[src/rtl/pulse_interval_meter_if.sv]
// Measurement handshake bundle for pulse_interval_meter: the interval plus its valid/ready pair.
interface pulse_interval_meter_if #(
  parameter int CNT_W = 16
);
  logic             meas_valid;
  logic             meas_ready;
  logic [CNT_W-1:0] meas_interval;

  modport master (output meas_valid, output meas_interval, input meas_ready);
  modport slave  (input meas_valid, input meas_interval, output meas_ready);
endinterface

[src/rtl/pulse_interval_meter.sv]
// Rising-edge interval meter with watchdog timeout, single-entry output slot and pulse counter.
// Optional min/max interval tracking is enabled by defining PULSE_INTERVAL_MINMAX_EN.
module pulse_interval_meter #(
  parameter int CNT_W   = 16,
  parameter int TIMEOUT = 64
) (
  input  logic                   clk,
  input  logic                   rst,
  input  logic                   enable,
  input  logic                   pulse_in,
  pulse_interval_meter_if.master meas,
  output logic                   timeout,
  output logic                   overrun,
  output logic [7:0]             pulse_count,
  output logic [CNT_W-1:0]       min_interval,
  output logic [CNT_W-1:0]       max_interval
);

  typedef enum logic {IDLE, MEASURE} state_t;

  localparam logic [CNT_W-1:0] TIMEOUT_C = CNT_W'(TIMEOUT);

  function automatic logic [CNT_W-1:0] sat_inc(input logic [CNT_W-1:0] v);
    return (&v) ? v : v + CNT_W'(1);
  endfunction

  state_t           state_q, state_d;
  logic             prev_q, prev_d;
  logic [CNT_W-1:0] cnt_q, cnt_d;
  logic             timeout_q, timeout_d;
  logic             valid_q, valid_d;
  logic [CNT_W-1:0] interval_q, interval_d;
  logic             overrun_q, overrun_d;
  logic [7:0]       pulse_count_q, pulse_count_d;
  logic             edge_evt;
  logic             capture;
  logic             handshake;

  assign edge_evt  = pulse_in && !prev_q && enable;
  assign handshake = valid_q && meas.meas_ready;

  always_comb begin
    state_d   = state_q;
    cnt_d     = cnt_q;
    timeout_d = 1'b0;
    capture   = 1'b0;
    prev_d    = pulse_in;
    if (!enable) begin
      state_d = IDLE;
      cnt_d   = '0;
    end else if (state_q == IDLE) begin
      if (edge_evt) begin
        state_d = MEASURE;
        cnt_d   = CNT_W'(1);
      end
    end else begin
      // An edge coinciding with cnt == TIMEOUT takes priority over the watchdog.
      if (edge_evt) begin
        capture = 1'b1;
        cnt_d   = CNT_W'(1);
      end else if (cnt_q == TIMEOUT_C) begin
        state_d   = IDLE;
        cnt_d     = '0;
        timeout_d = 1'b1;
      end else begin
        cnt_d = sat_inc(cnt_q);
      end
    end
  end

  always_comb begin
    valid_d       = valid_q;
    interval_d    = interval_q;
    overrun_d     = overrun_q;
    pulse_count_d = pulse_count_q;
    if (edge_evt) pulse_count_d = pulse_count_q + 8'd1;
    // The slot frees up in the same cycle it is consumed, so a capture can refill it.
    if (capture) begin
      if (!valid_q || handshake) begin
        valid_d    = 1'b1;
        interval_d = cnt_q;
      end else begin
        overrun_d = 1'b1;
      end
    end else if (handshake) begin
      valid_d = 1'b0;
    end
  end

  always_ff @(posedge clk) begin
    if (rst) begin
      state_q       <= IDLE;
      prev_q        <= 1'b0;
      cnt_q         <= '0;
      timeout_q     <= 1'b0;
      valid_q       <= 1'b0;
      interval_q    <= '0;
      overrun_q     <= 1'b0;
      pulse_count_q <= '0;
    end else begin
      state_q       <= state_d;
      prev_q        <= prev_d;
      cnt_q         <= cnt_d;
      timeout_q     <= timeout_d;
      valid_q       <= valid_d;
      interval_q    <= interval_d;
      overrun_q     <= overrun_d;
      pulse_count_q <= pulse_count_d;
    end
  end

  assign meas.meas_valid    = valid_q;
  assign meas.meas_interval = interval_q;
  assign timeout            = timeout_q;
  assign overrun            = overrun_q;
  assign pulse_count        = pulse_count_q;

`ifdef PULSE_INTERVAL_MINMAX_EN
  logic [CNT_W-1:0] min_q, min_d;
  logic [CNT_W-1:0] max_q, max_d;

  // Dropped captures still count toward the extremes.
  always_comb begin
    min_d = min_q;
    max_d = max_q;
    if (capture) begin
      if (cnt_q < min_q) min_d = cnt_q;
      if (cnt_q > max_q) max_d = cnt_q;
    end
  end

  always_ff @(posedge clk) begin
    if (rst) begin
      min_q <= '1;
      max_q <= '0;
    end else begin
      min_q <= min_d;
      max_q <= max_d;
    end
  end

  assign min_interval = min_q;
  assign max_interval = max_q;
`else
  assign min_interval = '0;
  assign max_interval = '0;
`endif

endmodule

[src/flat_wrapper.sv]
// flat-port wrapper written by rule: the top's interface ports become plain ports
module pulse_interval_meter_flat 
#(
  parameter int CNT_W   = 16,
  parameter int TIMEOUT = 64
)
  (clk, rst, enable, pulse_in, timeout, overrun, pulse_count, min_interval, max_interval, meas_meas_valid, meas_meas_interval, meas_meas_ready);
  pulse_interval_meter_if #(.CNT_W(CNT_W)) meas_i ();
  input  logic clk;
  input  logic rst;
  input  logic enable;
  input  logic pulse_in;
  output logic timeout;
  output logic overrun;
  output logic [7:0] pulse_count;
  output logic [CNT_W-1:0] min_interval;
  output logic [CNT_W-1:0] max_interval;
  output wire logic [$bits(meas_i.meas_valid)-1:0] meas_meas_valid;
  output wire logic [$bits(meas_i.meas_interval)-1:0] meas_meas_interval;
  input wire logic [$bits(meas_i.meas_ready)-1:0] meas_meas_ready;
  assign meas_meas_valid = meas_i.meas_valid;
  assign meas_meas_interval = meas_i.meas_interval;
  assign meas_i.meas_ready = meas_meas_ready;
  pulse_interval_meter #(.CNT_W(CNT_W), .TIMEOUT(TIMEOUT)) u_core (.clk(clk), .rst(rst), .enable(enable), .pulse_in(pulse_in), .meas(meas_i), .timeout(timeout), .overrun(overrun), .pulse_count(pulse_count), .min_interval(min_interval), .max_interval(max_interval));
endmodule
[config.mk]
export PLATFORM = sky130hd
export DESIGN_NAME = pulse_interval_meter_flat
export DESIGN_NICKNAME = d
export VERILOG_FILES = /design/src/rtl/pulse_interval_meter_if.sv /design/src/rtl/pulse_interval_meter.sv /design/src/flat_wrapper.sv
export SDC_FILE = /design/constraint.sdc
export NUM_CORES = 1
export LEC_CHECK = 0
export ABC_AREA = 1
export CORE_UTILIZATION = 34
export DETAILED_ROUTE_END_ITERATION = 10
export GPL_TIMING_DRIVEN = 0
export HOLD_SLACK_MARGIN = 0.15
export PLACE_DENSITY = 0.66
export SLEW_MARGIN = 5
export SYNTH_ARGS = -nofsm -noshare
export SYNTH_HDL_FRONTEND = slang
export SYNTH_SLANG_ARGS = --single-unit
[constraint.sdc]
create_clock -name clk -period 2.7 [get_ports clk]
set_clock_uncertainty 0.1 [all_clocks]
set_input_delay 0.405 -clock clk [delete_from_list [all_inputs] [get_ports clk]]
set_output_delay 0.405 -clock clk [all_outputs]
set_load 0.03 [all_outputs]
### Yosys cells after proc, flatten, opt, wreduce, memory -nomap -nowiden

Index checks and enable logic that the tools add are counted.

| storage, ports and cells | value |
|---|---|
| bits in registers | 45 |
| memories kept | 0 |
| bits in latches | 0 |
| bits in writable memories | 0 |
| memory bits (read-only) | 0 |
| input port bits | 5 |

| cells by class | value |
|---|---|
| $lt $le $gt $ge | 0 |
| bitwise gates (word level) | 3 |
| eq/ne operators | 3 |
| div/mod/pow operators | 0 |
| $mul | 0 |
| $add $sub $neg | 2 |
| shift-type cells | 0 |
| reduce and logical (&&, ||, !) cells | 15 |
| muxes and demuxes | 15 |

Operator list:

| cell | number |
|---|---|
| 2-to-1 mux 16 bit | 5 |
| adder 16 x 1 -> 16 bit (second input constant) | 1 |
| equality test 16 x 7 -> 1 bit (second input constant) | 1 |
| AND reduction 16 bit | 1 |
| 2-to-1 mux 1 bit | 10 |
| adder 8 x 1 -> 8 bit (second input constant) | 1 |
| AND reduction 2 bit | 4 |
| nonzero test 2 bit | 2 |
| OR reduction 4 bit | 1 |
| logical AND 1 bit | 3 |
| inequality test 3 x 1 -> 1 bit (second input constant) | 1 |
| NOT 1 bit | 3 |
| zero test 1 bit | 2 |
| inequality test 2 bit (second input constant) | 1 |
| OR reduction 2 bit | 1 |
| logical OR 1 bit | 1 |

### Logic depth before layout (Yosys ltp)

| depth | value |
|---|---|
| depth in word-level cells | 8 |
| gate-level depth with buffers | 11 |
| mapped depth without buffers | 11 |

### Worst setup path before layout

OpenSTA, ideal clock, no wires.

| path | value |
|---|---|
| path type | register -> register |
| from | reg u_core.cnt_q[1] |
| to | reg u_core.cnt_q[11] |
| slack | 1.104 ns |
| arrival | 1.379 ns |
| required time | 2.483 ns |
| clock period less this slack | 1.596 ns |
| stages on the path, launching flop included | 9 |
| cell sequence | dfxtp_1 > ha_1 > nand3_2 > nor2_4 > nand4_1 > nand2_1 > nand2_1 > o21ai_0 > nor2_1 |

| between the ends | value |
|---|---|
| longest elaborated chain between the ends | 5 |
| elaborated cells between the ends (all ways) | 9 |

Ends and longest elaborated chain:

| what | line | text |
|---|---|---|
| from (decl) | pulse_interval_meter.sv:29 | `logic [CNT_W-1:0] cnt_q, cnt_d;` |
| from (signal assigned) | pulse_interval_meter.sv:103 | `cnt_q <= cnt_d;` |
| adder 16 x 1 -> 16 bit | pulse_interval_meter.sv:24 | `return (&v) ? v : v + CNT_W'(1);` |
| 2-to-1 mux 16 bit | pulse_interval_meter.sv:24 |  |
| 2-to-1 mux 16 bit | pulse_interval_meter.sv:61 | `end else if (cnt_q == TIMEOUT_C) begin` |
| 2-to-1 mux 16 bit | pulse_interval_meter.sv:58 | `if (edge_evt) begin` |
| 2-to-1 mux 16 bit | pulse_interval_meter.sv:51 | `end else if (state_q == IDLE) begin` |

Parallel ways exist; a longest one is shown, timed or not. The select of a mux whose other input is x is not followed.
A chain may end at the register's enable or synchronous reset.

### Worst setup path after layout

| path | value |
|---|---|
| from | reg u_core.cnt_q[1] |
| to | reg u_core.cnt_q[13] |

The elaborated chain is that of the path after synthesis.

==> impl_metrics.json <==
{
  "max-cap-violations": 0,
  "min_period_ns": 1.98,
  "dieArea_sq_um": 7590,
  "powerDensity_nw_per_um2": 473,
  "cp.required_ns": 2.80,
  "overflow": 0,
  "ys_ff_latch": 45,
  "vias_per_cell": 4.45,
  "placeableCoreArea_sq_um": 6910,
  "numCtsBuffers": 5,
  "synth_warnings": 0,
  "slew_headroom": 0.587,
  "ys_seq_area_frac": 0.366,
  "track_usage": 0.158,
  "worst_setup_path_start_kind": "flop",
  "htreeDepth": 2,
  "power.internal_mw": 1.11,
  "critical_path.max_stage_delay_ns": 0.42,
  "fin_crit_sh": 0.732,
  "wirelength_um": 5780,
  "ant_nets": 0,
  "netlist_instances": 347,
  "wl_per_cell_um": 11.3,
  "r2r-start": "u_core.cnt_q[1]",
  "cp_slowest_cell": "dfxtp_1",
  "dr.pass1.iters": 4,
  "max_freq_ghz": 0.506,
  "rsz0062_at_grt": "no",
  "endpoint_kind": "flop",
  "clockBufferDepth": 2,
  "grt_max_degree": 16,
  "cts_num_sinks": 45,
  "grt_pass1_wl_um": 9380,
  "crit_start": "u_core.cnt_q[1]",
  "hp-class": "reg -> reg",
  "hold_viol_final": 0,
  "num_rows": 30,
  "path_max_fanout": 7,
  "drtIter0Drc": 67,
  "ctsResizeCount": 0,
  "start_util": 0.357,
  "finalNetCount": 424,
  "insertedDiodeCount": 0,
  "grt_pass1_vias": 2004,
  "maxSlewViolCount": 0,
  "place_ws_ns": 0.419,
  "r2r_slack_ns": 0.72,
  "fin_tns_setup_ns": 0,
  "syn_area_sq_um": 2460,
  "place_congestion": 0.867,
  "placedCellCount": 505,
  "drive_above_1_share": 0.161,
  "crit_chain": "ha_1 -> nand3_2 -> nor2_4 -> nand4_1 -> nand2_1 -> nand2_1 -> o21ai_0 -> nor2_1",
  "synth_ff_type": "dfxtp_1",
  "power_switching_mw": 0.380,
  "synth_cell_types": 31,
  "ctsHoldBuffers": 0,
  "die_w_um": 87.1,
  "power_frac_clock": 0.417,
  "path_depth": 8,
  "reg2reg_depth": 8,
  "antenna_found_initial": 0,
  "cts_tree": "yes",
  "leakage_nw": 1.30,
  "async_flop_share": 0,
  "die_h_um": 87.1,
  "pwr-share-comb": 0.127,
  "clockRootBuffer": "clkbuf_8",
  "crit_path_end": "u_core.cnt_q[13]",
  "finalPower_mw": 1.49,
  "portBuffers": 31,
  "post_cts_buffers": 0,
  "syn_area_per_cell_sq_um": 7.10,
  "timing.final.ws_setup_ns": 0.723,
  "path_clk_slew_ns": 0.09,
  "area_delta_synth_final_pct": 27.8,
  "status": "finished, final reports clean",
  "io_pins": 64,
  "synth_edf_count": 0,
  "num_vias": 2282,
  "switching_share": 0.255,
  "drc_errors": 0,
  "cpMostUsedCell": "nand2_1",
  "vdd_drop_max_uv": 195,
  "tightest_slew_ns": 0.620,
  "hpwl_um": 4350,
  "whs_ns": 0.376,
  "r2r-end": "u_core.cnt_q[13]",
  "seqPwrFrac": 0.456,
  "insertion_delay_ns": 0.30,
  "worstSetupPathType": "reg -> reg",
  "arrival_ns": 2.08,
  "critPathBufInv": 0,
  "fin_cells": 513,
  "critical-path-top-delay-family": "simple AND/OR/NAND/NOR gates",
  "finalSetupViolations": 0
}
==> cell usage after synthesis, types with 2 or more instances <==
master,number,area (sq um)
ha_1,3,37.5
a21oi_1,26,130
nor2_1,61,229
clkbuf_1,3,11.3
xor2_1,3,26.3
nand3_1,15,75.1
nand2_4,2,22.5
o21ai_0,27,135
dfxtp_1,45,901
nand2_2,5,31.3
nor3_1,7,35.0
a21oi_2,5,43.8
nor2_2,3,18.8
nand2_1,53,199
inv_1,31,116
buf_4,35,263
buf_2,2,10.0
nand4_1,8,50.1
==> worst min-delay path, stage by stage, from the launching register on <==
cell and delay [ns]:
dfxtp_1 0.32, inv_1 0.06, a21oi_1 0.05
==> worst min path at each step <==
stage / cells past startpoint / to / startpoint / slack [ns]
floorplan: 1 / u_core.meas.meas_valid / rst / 0.37
global placement: 2 / u_core.pulse_count[7] / u_core.pulse_count[7] / 0.35
detailed placement: 2 / u_core.pulse_count[7] / u_core.pulse_count[7] / 0.36
CTS: 2 / u_core.pulse_count[7] / u_core.pulse_count[7] / 0.38
global route: 2 / u_core.pulse_count[7] / u_core.pulse_count[7] / 0.40
finish: 2 / u_core.pulse_count[7] / u_core.pulse_count[7] / 0.38
==> registers in the layout, indices dropped and copies added, names as in the netlist <==
register / count
u_core.cnt_q: 16
u_core.meas.meas_interval: 16
u_core.meas.meas_valid: 1
u_core.overrun: 1
u_core.prev_q: 1
u_core.pulse_count: 8
u_core.state_q: 1
u_core.timeout: 1
==> logic make-up (layout without fill, tap and decap cells) <==
kind of cell,count (synthesis),in the layout,share of synthesized area
DFF,45,45,0.366
adders and majority gates,3,3,0.0152
AOI/OAI and AO/OA,59,59,0.128
other,1,32,0.00152
xor gates and xnor gates,4,4,0.0142
buffers and inverters,74,113,0.174
and+or+nand+nor,161,161,0.301
==> power groups by stage <==
stage               clock network, mW  logic, mW  registers (mW)
floorplan                           0      0.144           0.702
detailed placement                  0      0.188           0.694
global route                    0.666      0.205           0.681
CTS                             0.632      0.188           0.679
global placement                    0      0.187           0.694
finish                          0.620      0.190           0.679
==> through the flow <==
step	area, sq um	util
floorplan	2580	-
global placement	3010	0.436
detailed placement	3010	0.436
CTS	3150	0.456
global route	3150	0.456
finish	3150	0.456
==> layout make-up <==
cell class	instances	area (sq um)
sequential	45	901
multi-input combinational	259	1250
buffer	42	308
fill	718	3760
timing repair buffer	31	310
tap	96	120
clock buffer	5	68.8
inverter	32	120
clock inverter	3	68.8
==> placed cells by master, fill, tap and decap left out, drive strengths merged <==
cell type | netlist | layout
nand4 | 8 | 8
clkbuf | 3 | 8
nor3b | 1 | 1
xor2 | 3 | 3
clkdlybuf4s50 | 0 | 31
nor3 | 9 | 9
inv | 32 | 33
conb | 1 | 32
ha | 3 | 3
nor4 | 1 | 1
buf | 39 | 39
bufinv | 0 | 2
nand3 | 16 | 16
nor2 | 65 | 65
a21oi | 31 | 31
o21bai | 1 | 1
o21ai | 27 | 27
nand3b | 1 | 1
nand2 | 60 | 60
xnor2 | 1 | 1
dfxtp | 45 | 45
==> metal layers <==
metal,wire length (um),part of all wire,GRT usage,vias up
met3,346,0.060,0.0313,11
li1,-,-,-,1183
met4,71,0.012,0.0537,0
met2,2650,0.46,0.260,73
met5,0,0,0,-
met1,2710,0.47,0.206,1015
No activity file was read; power rests on OpenSTA's default activity.
